File: src/rtl/bp_resolve_queue.sv
// In-order queue of in-flight IF1 branch predictions; resolves the oldest entry
// against the EX outcome, drives the predictor update port and mispredict redirect.
module bp_resolve_queue #(
  parameter int DEPTH = 8,
  parameter int PTR_W = 3
) (
  input  logic             clk,
  input  logic             rst_n,
  input  logic             push_valid,
  input  logic [31:0]      push_pc,
  input  logic             push_taken,
  input  logic [31:0]      push_target,
  output logic             full,
  output logic             empty,
  output logic [PTR_W:0]   count,
  input  logic             res_valid,
  input  logic             res_taken,
  input  logic [31:0]      res_target,
  input  logic             ext_flush,
  output logic             upd_we,
  output logic             upd_branched,
  output logic [31:0]      upd_pc,
  output logic             flush,
  output logic [31:0]      redirect_pc,
  output logic             err_underflow
);

  logic [31:0]      pc_mem     [DEPTH];
  logic             taken_mem  [DEPTH];
  logic [31:0]      target_mem [DEPTH];

  logic [PTR_W-1:0] rd_ptr_q, rd_ptr_d;
  logic [PTR_W-1:0] wr_ptr_q, wr_ptr_d;
  logic [PTR_W:0]   count_q, count_d;
  logic             upd_we_q, upd_we_d;
  logic             upd_branched_q, upd_branched_d;
  logic [31:0]      upd_pc_q, upd_pc_d;
  logic             flush_q, flush_d;
  logic [31:0]      redirect_pc_q, redirect_pc_d;
  logic             err_underflow_q, err_underflow_d;

  logic             pop, push_acc, mispredict_now;
  logic [31:0]      h_pc, h_target;
  logic             h_taken;

  assign full  = (count_q == (PTR_W+1)'(DEPTH));
  assign empty = (count_q == '0);
  assign count = count_q;

  assign h_pc     = pc_mem[rd_ptr_q];
  assign h_taken  = taken_mem[rd_ptr_q];
  assign h_target = target_mem[rd_ptr_q];

  always_comb begin
    pop            = res_valid && !empty && !ext_flush;
    mispredict_now = pop && ((res_taken != h_taken) || (res_taken && (res_target != h_target)));
    push_acc       = push_valid && !full && !ext_flush && !mispredict_now;

    rd_ptr_d        = rd_ptr_q;
    wr_ptr_d        = wr_ptr_q;
    count_d         = count_q;
    upd_we_d        = pop;
    upd_branched_d  = pop ? res_taken : upd_branched_q;
    upd_pc_d        = pop ? h_pc : upd_pc_q;
    flush_d         = mispredict_now;
    redirect_pc_d   = redirect_pc_q;
    err_underflow_d = err_underflow_q || (res_valid && empty);

    // Both flush sources drop every entry; a mispredict already blocked the push.
    if (ext_flush || mispredict_now) begin
      rd_ptr_d = wr_ptr_q;
      count_d  = '0;
    end else begin
      if (pop)      rd_ptr_d = rd_ptr_q + PTR_W'(1);
      if (push_acc) wr_ptr_d = wr_ptr_q + PTR_W'(1);
      count_d = count_q + (PTR_W+1)'(push_acc) - (PTR_W+1)'(pop);
    end

    if (mispredict_now)
      redirect_pc_d = res_taken ? res_target : (h_pc + 32'd4);
  end

  always_ff @(posedge clk) begin
    if (!rst_n) begin
      rd_ptr_q        <= '0;
      wr_ptr_q        <= '0;
      count_q         <= '0;
      upd_we_q        <= 1'b0;
      upd_branched_q  <= 1'b0;
      upd_pc_q        <= '0;
      flush_q         <= 1'b0;
      redirect_pc_q   <= '0;
      err_underflow_q <= 1'b0;
    end else begin
      rd_ptr_q        <= rd_ptr_d;
      wr_ptr_q        <= wr_ptr_d;
      count_q         <= count_d;
      upd_we_q        <= upd_we_d;
      upd_branched_q  <= upd_branched_d;
      upd_pc_q        <= upd_pc_d;
      flush_q         <= flush_d;
      redirect_pc_q   <= redirect_pc_d;
      err_underflow_q <= err_underflow_d;
    end
  end

  // Entry storage carries no reset; validity comes from the pointers and count.
  always_ff @(posedge clk) begin
    if (rst_n && push_acc) begin
      pc_mem[wr_ptr_q]     <= push_pc;
      taken_mem[wr_ptr_q]  <= push_taken;
      target_mem[wr_ptr_q] <= push_target;
    end
  end

  assign upd_we        = upd_we_q;
  assign upd_branched  = upd_branched_q;
  assign upd_pc        = upd_pc_q;
  assign flush         = flush_q;
  assign redirect_pc   = redirect_pc_q;
  assign err_underflow = err_underflow_q;

endmodule
File: config.mk
export PLATFORM = sky130hd
export DESIGN_NAME = bp_resolve_queue
export DESIGN_NICKNAME = d
export VERILOG_FILES = /design/src/rtl/bp_resolve_queue.sv
export SDC_FILE = /design/constraint.sdc
export NUM_CORES = 1
export LEC_CHECK = 0
export BUFFER_PORTS_ARGS = -buffer_cell sky130_fd_sc_hd__buf_2
export CAP_MARGIN = 20
export CORE_MARGIN = 2
export CORE_UTILIZATION = 52
export CTS_CLUSTER_SIZE = 28
export DETAILED_ROUTE_END_ITERATION = 16
export PLACE_DENSITY = 0.7
export SETUP_SLACK_MARGIN = 0.5
export SYNTH_ARGS = -nofsm -noshare
export SYNTH_HDL_FRONTEND = slang
export SYNTH_SLANG_ARGS = --single-unit
File: constraint.sdc
create_clock -name clk -period 22.1 [get_ports clk]
set_input_delay 4.42 -clock clk [delete_from_list [all_inputs] [get_ports clk]]
set_output_delay 4.42 -clock clk [all_outputs]
set_load 0.01 [all_outputs]
# == Yosys cells after proc, flatten, opt, wreduce, memory -nomap -nowiden ==
# Memory sizes are Yosys's and may differ from the RTL's. A register that Yosys moved wholly into a read port is not among the register bits.
# Index checks and enable logic that the tools add are counted.
# Widths: inputs -> output; s select.
# totals
word_cells,53
memories,3
reg_bits,78
inputBits,103
mem_bits_rw,520
out_inout_bits,74
# mem_list
memory,words,word_bits,read_ports,rd_clocked_by_memory_dff,write_ports,line,text
pc_mem,8,32,1,1,1,28,logic [31:0] pc_mem [DEPTH];
target_mem,8,32,1,1,1,30,logic [31:0] target_mem [DEPTH];
taken_mem,8,1,1,1,1,29,logic taken_mem [DEPTH];
# classes
n_eq_ne,3
addsub,5
n_reduce_logical,20
muxes,11
bitwise,2
# op_table
operator,n
$add 32x3->32 const B,1
$mux 32,1
$ne 32x32->1,1
$mux 3,8
$logic_and 1x1->1,9
$add 3x1->3 const B,2
$add 4x1->4,1
$eq 4x4->1 const B,1
$logic_not 1->1,4
$logic_not 4->1,1
$sub 4x1->4,1
$logic_or 1x1->1,3
$mux 1,2
$not 1->1,2
$reduce_and 2->1,1
$reduce_bool 2->1,1
$reduce_or 2->1,1
$ne 1x1->1,1

# == Logic depth before layout (Yosys ltp) ==
# logic_depth
ltp_word,10
ltp_mapped,19
depth_no_buf,16

# == Worst setup path after synthesis ==
# Ideal clock, no wire load.
# synth_path
path_kind,input port to flip-flop
from,input port res_taken
to,memory pc_mem[0][0] (enable)
required_ns,21.451
stages,8
arrival_time_ns,11.917
setup_ns,0.649
path_buffers,2
setup_slack_ns,9.534
cell_sequence,clkbuf_1 -> nand3_1 -> nor4_1 -> nand4_1 -> o31ai_4 -> nand3_2 -> buf_6 -> nor4_1
# synth_via
elab_chain_len,8
word_cells_on_any_way,9
cone_classes,1 x eq/ne; 2 x mux; 6 x reduce/logical
# synth_rtl
element,line,text
start: declaration,17,"input logic res_taken,"
$ne 1x1->1 / $logic_and 1x1->1 (equally long branches),56,mispredict_now = pop && ((res_taken != h_taken) || (res_taken && (res_target != h_target)));
$logic_or 1x1->1 *,56,
$logic_and 1x1->1 *,56,
$logic_not 1->1 *,57,push_acc = push_valid && !full && !ext_flush && !mispredict_now;
$logic_and 1x1->1 *,57,
$logic_and 1x1->1 *,109,if (rst_n && push_acc) begin
$mux 1 *,109,
$mux 1 (implied by the code) *,110,pc_mem[wr_ptr_q] <= push_pc;
end: declaration,28,
# Mark *: on every way between the ends. The rest lies on a longest branch, timed or not.

# == Worst setup path after layout ==
# layout_path
from,input port res_target[1]
to,memory target_mem[3][0] (enable)
# layout_via
elab_chain_len,9
# layout_rtl
element,line,text
start: declaration,18,"input logic [31:0] res_target,"
$ne 32x32->1,56,
$logic_and 1x1->1,56,
$logic_or 1x1->1,56,
$logic_and 1x1->1,56,
$logic_not 1->1,57,
$logic_and 1x1->1,57,
$logic_and 1x1->1,109,
$mux 1,109,
$mux 1 (implied by the code),112,target_mem[wr_ptr_q] <= push_target;
end: declaration,30,
# Every way passes these cells.

==> key figures <==
Run status
  • Status: complete, no violations

Cells and area
  • Most frequent cells in the layout: 520 x edfxtp_1, 176 x buf_2, 115 x mux2i_1
  • Final core utilization: 0.604
  • Area growth syn-to-layout: 14.7%
  • Fin nets: 1609
  • Cell Count, Final, Fillers Out: about 2100
  • Sequential cell area: roughly 17000 um^2
  • Fraction of layout instances using a drive strength above 1: 0.277
  • Most common cell after layout, fill and taps aside: edfxtp_1
  • Fillers: 3308
  • Multi-input combinational cell area: slightly above 6000 um^2

Routing
  • Avg WL per Cell: 25.3 um
  • DR vias: 12700
  • WL final: ~54000 um
  • First DRT Iteration DRCs: 1227
  • Drt via density: between 5 and 6
  • Drt first pass iters: 6
  • Post-route ant nets: 0
  • Drc violations: 0

Worst setup path
  • FF-to-FF path depth: 11
  • Worst Path Required: 22.32 ns
  • Slowest CP cell: nor3_2
  • R2r setup slk: ~15 ns
  • Crit. End Element: register
  • CP delay by family, top: simple AND/OR/NAND/NOR gates
  • CP peak stage delay: just under 0.9 ns
  • Crit path DAT: ~8.6 ns
  • CP Class: in -> reg
  • CP bufs+invs: 2
  • Critical path startpoint category: primary input
  • Crit-path cells: buf_2 > xor2_1 > o2111ai_1 > nor4_1 > nand4_1 > o31ai_4 > nand3_2 > nor3_2 > buf_4
  • Crit Path Max Fanout: 55
  • Reg2Reg Capture Point: target_mem[3][0]

Placed design
  • Routability cong.: between 0.8 and 0.9
  • Detailed placement HPWL: 33900 um
  • Port-buffer cells: between 150 and 200
  • DP Cell Count: roughly 2000

STA
  • RSZ-0062 raised after global routing: no
  • Minimum clock period: 8.37 ns
  • Worst-margin pin slew: 1.22 ns
  • Slew HR: 0.184
  • Clock Skews: about 0.014 ns
  • Final Hold Viols: 0
  • Fin. max-slew vios: 0
  • Setup TNS Final: 0 ns
  • Final hold slack: 0.478 ns
  • Final-report setup violation count: 0
  • Fmax: 119 MHz
  • Final Cycle Share: 0.379

Power and ir drop
  • Flop pwr share: 0.511
  • Lkg Pwr: a little over 9 nW
  • P_int: 0.00194 W
  • Logic pwr share: 0.071
  • Net Sw Frac: 0.212
  • NetSw: 0.000521 W
  • Clock share of power: 0.418
  • Power, Total: ~0.0025 W
  • Cell Pwr Density: between 80 and 90 nW/um^2
  • VDD IR max: 53.9 uV

Synth
  • Syn. warnings: 0
  • Cells after Synth: 1305
  • EDFF count, synth: 520
  • Seq/Total Area, Yosys: 0.722
  • Syn avg cell area: between 15 and 20 um^2
  • Async set or reset register ratio after synthesis: 0
  • Distinct cells, synth: 50
  • Synthesized flop and latch total: approximately 600
  • Syn nets: between 1000 and 1500
  • Area of the mapped netlist: approximately 24000 um^2
  • Ys flop type: edfxtp_1

CTS
  • CTS tree: done
  • Clock sink count: between 600 and 700
  • CTS resizes: 0
  • Max Buffers Root-to-Sink: 3
  • Reg clk slew, reported paths: ~0.060 ns
  • Clk Latency, worst-skew pair: between 0.6 and 0.7 ns
  • H-Tree Level Count: 2
  • Post-CTS setup buffers: 0
  • CTS Hold Bufs: 0
  • CTS root buffer: clkbuf_16
  • CTS Buf Count: 58

Floorplan
  • Die H: ~220 um
  • Initial core utilization: 0.526
  • Die ar.: between 40000 and 50000 um^2
  • Die extent in x: between 200 and 250 um
  • I/O pins: 177
  • # rows: between 70 and 80
  • Core area: about 45000 um^2

Global route
  • GR peak layer: met2
  • GR Layer Usage met1: 0.331
  • Vias in the first global route: around 12000
  • Met3 Resource Use GR: 0.0387
  • Antenna violations before repair: 12
  • Pin count of the biggest net entering global routing: 66
  • First-pass GRT wire length: about 80000 um
  • Total global routing track utilization: 0.231
  • Met2 Resource Use GR: 0.370
  • Grt ovf: 0

Hold path
  • Hold depth: 2
  • Hold Path Sink: redirect_pc[22]
  • HP Class: reg -> reg
  • Min-delay src: redirect_pc[22]

Flow run
  • Max cap viols: 0
## power by group through the flow
stage	Combinational (W)	Clock, W	Sequential (W)
global route	0.000188	0.00109	0.00126
finish	0.000174	0.00103	0.00126
detailed placement	0.000175	0	0.00128
global placement	0.000172	0	0.00128
CTS	0.000176	0.00105	0.00126
floorplan	0.000117	0	0.00128
## layer usage
layer,part of all wire,up-vias
met5,0.00063,-
met4,0.020,6
met3,0.071,69
met2,0.49,458
met1,0.42,6538
li1,-,5583
## synth_stat cells, types with 16 or more instances
cell type / instances / area share
nand2_1: 48 / 0.0075
o21ai_0: 26 / 0.0055
xnor2_1: 32 / 0.012
nor3_1: 16 / 0.0034
nor2_1: 70 / 0.011
a211oi_1: 35 / 0.011
dfxtp_1: 81 / 0.068
edfxtp_1: 520 / 0.65
clkbuf_1: 21 / 0.0033
mux4_2: 112 / 0.11
nor4_1: 16 / 0.0042
mux2i_1: 115 / 0.048
inv_1: 18 / 0.0028
buf_2: 22 / 0.0046
xor2_1: 26 / 0.0095
## state kept, by name, indices dropped and copies added, names as in the netlist, named ones only
register       cells
pc_mem           256
err_underflow      1
upd_branched       1
taken_mem          8
rd_ptr_q           3
wr_ptr_q           3
upd_pc            32
upd_we             1
target_mem       256
flush              1
redirect_pc       32
count              4
## kinds of logic after synthesis
kind of cell / share of synthesized area
DFF: 0.722
adders and majority gates: 0.00556
muxes: 0.160
xor gates and xnor gates: 0.0213
and+or+nand+nor: 0.0409
buffers and inverters: 0.0198
AOI/OAI and AO/OA: 0.0306
## worst max-delay path by stage
stage              startpoint          endpoint  slack (ns)  cells past startpoint
4_1_cts         res_target[1]      pc_mem[7][0]       13.76                      9
2_1_floorplan       res_taken      pc_mem[0][0]        9.53                      8
3_3_place_gp   res_target[31]     pc_mem[7][21]       13.16                      9
3_5_place_dp    res_target[1]     pc_mem[7][22]       13.13                      9
5_1_grt         res_target[1]  target_mem[3][0]       13.46                      9
6_report        res_target[1]  target_mem[3][0]       13.73                      9
## worst reg2reg max path: stages (launching register included)
cell and delay (ns):
dfxtp_4 0.89, buf_4 0.81, buf_4 0.79, mux4_2 0.63, mux2i_1 0.34, xnor2_1 0.12
nor4_1 0.53, nand3_1 0.37, o31ai_4 0.50, nand3_2 0.37, nor3_2 0.89, buf_4 0.84
## final cells by class
| class | count | share of cell area |
|---|---|---|
| clock buffers | 82 | 0.0629 |
| inverters | 18 | 0.00247 |
| diodes | 4 | 0.000365 |
| repair buffers | 199 | 0.0387 |
| well taps | 600 | 0.0274 |
| multi-input cells | 618 | 0.227 |
| flip-flops and latches | 601 | 0.630 |
| clock inverters | 26 | 0.0110 |
## metrics by stage
stage / setup slack [ns] / area, um^2
floorplan: 9.53 / 23900
global placement: 13.16 / 25300
detailed placement: 13.13 / 25300
CTS: 13.76 / 27400
global route: 13.46 / 27400
finish: 13.73 / 27400
Note: power is estimated with default switching activity, not from simulation.
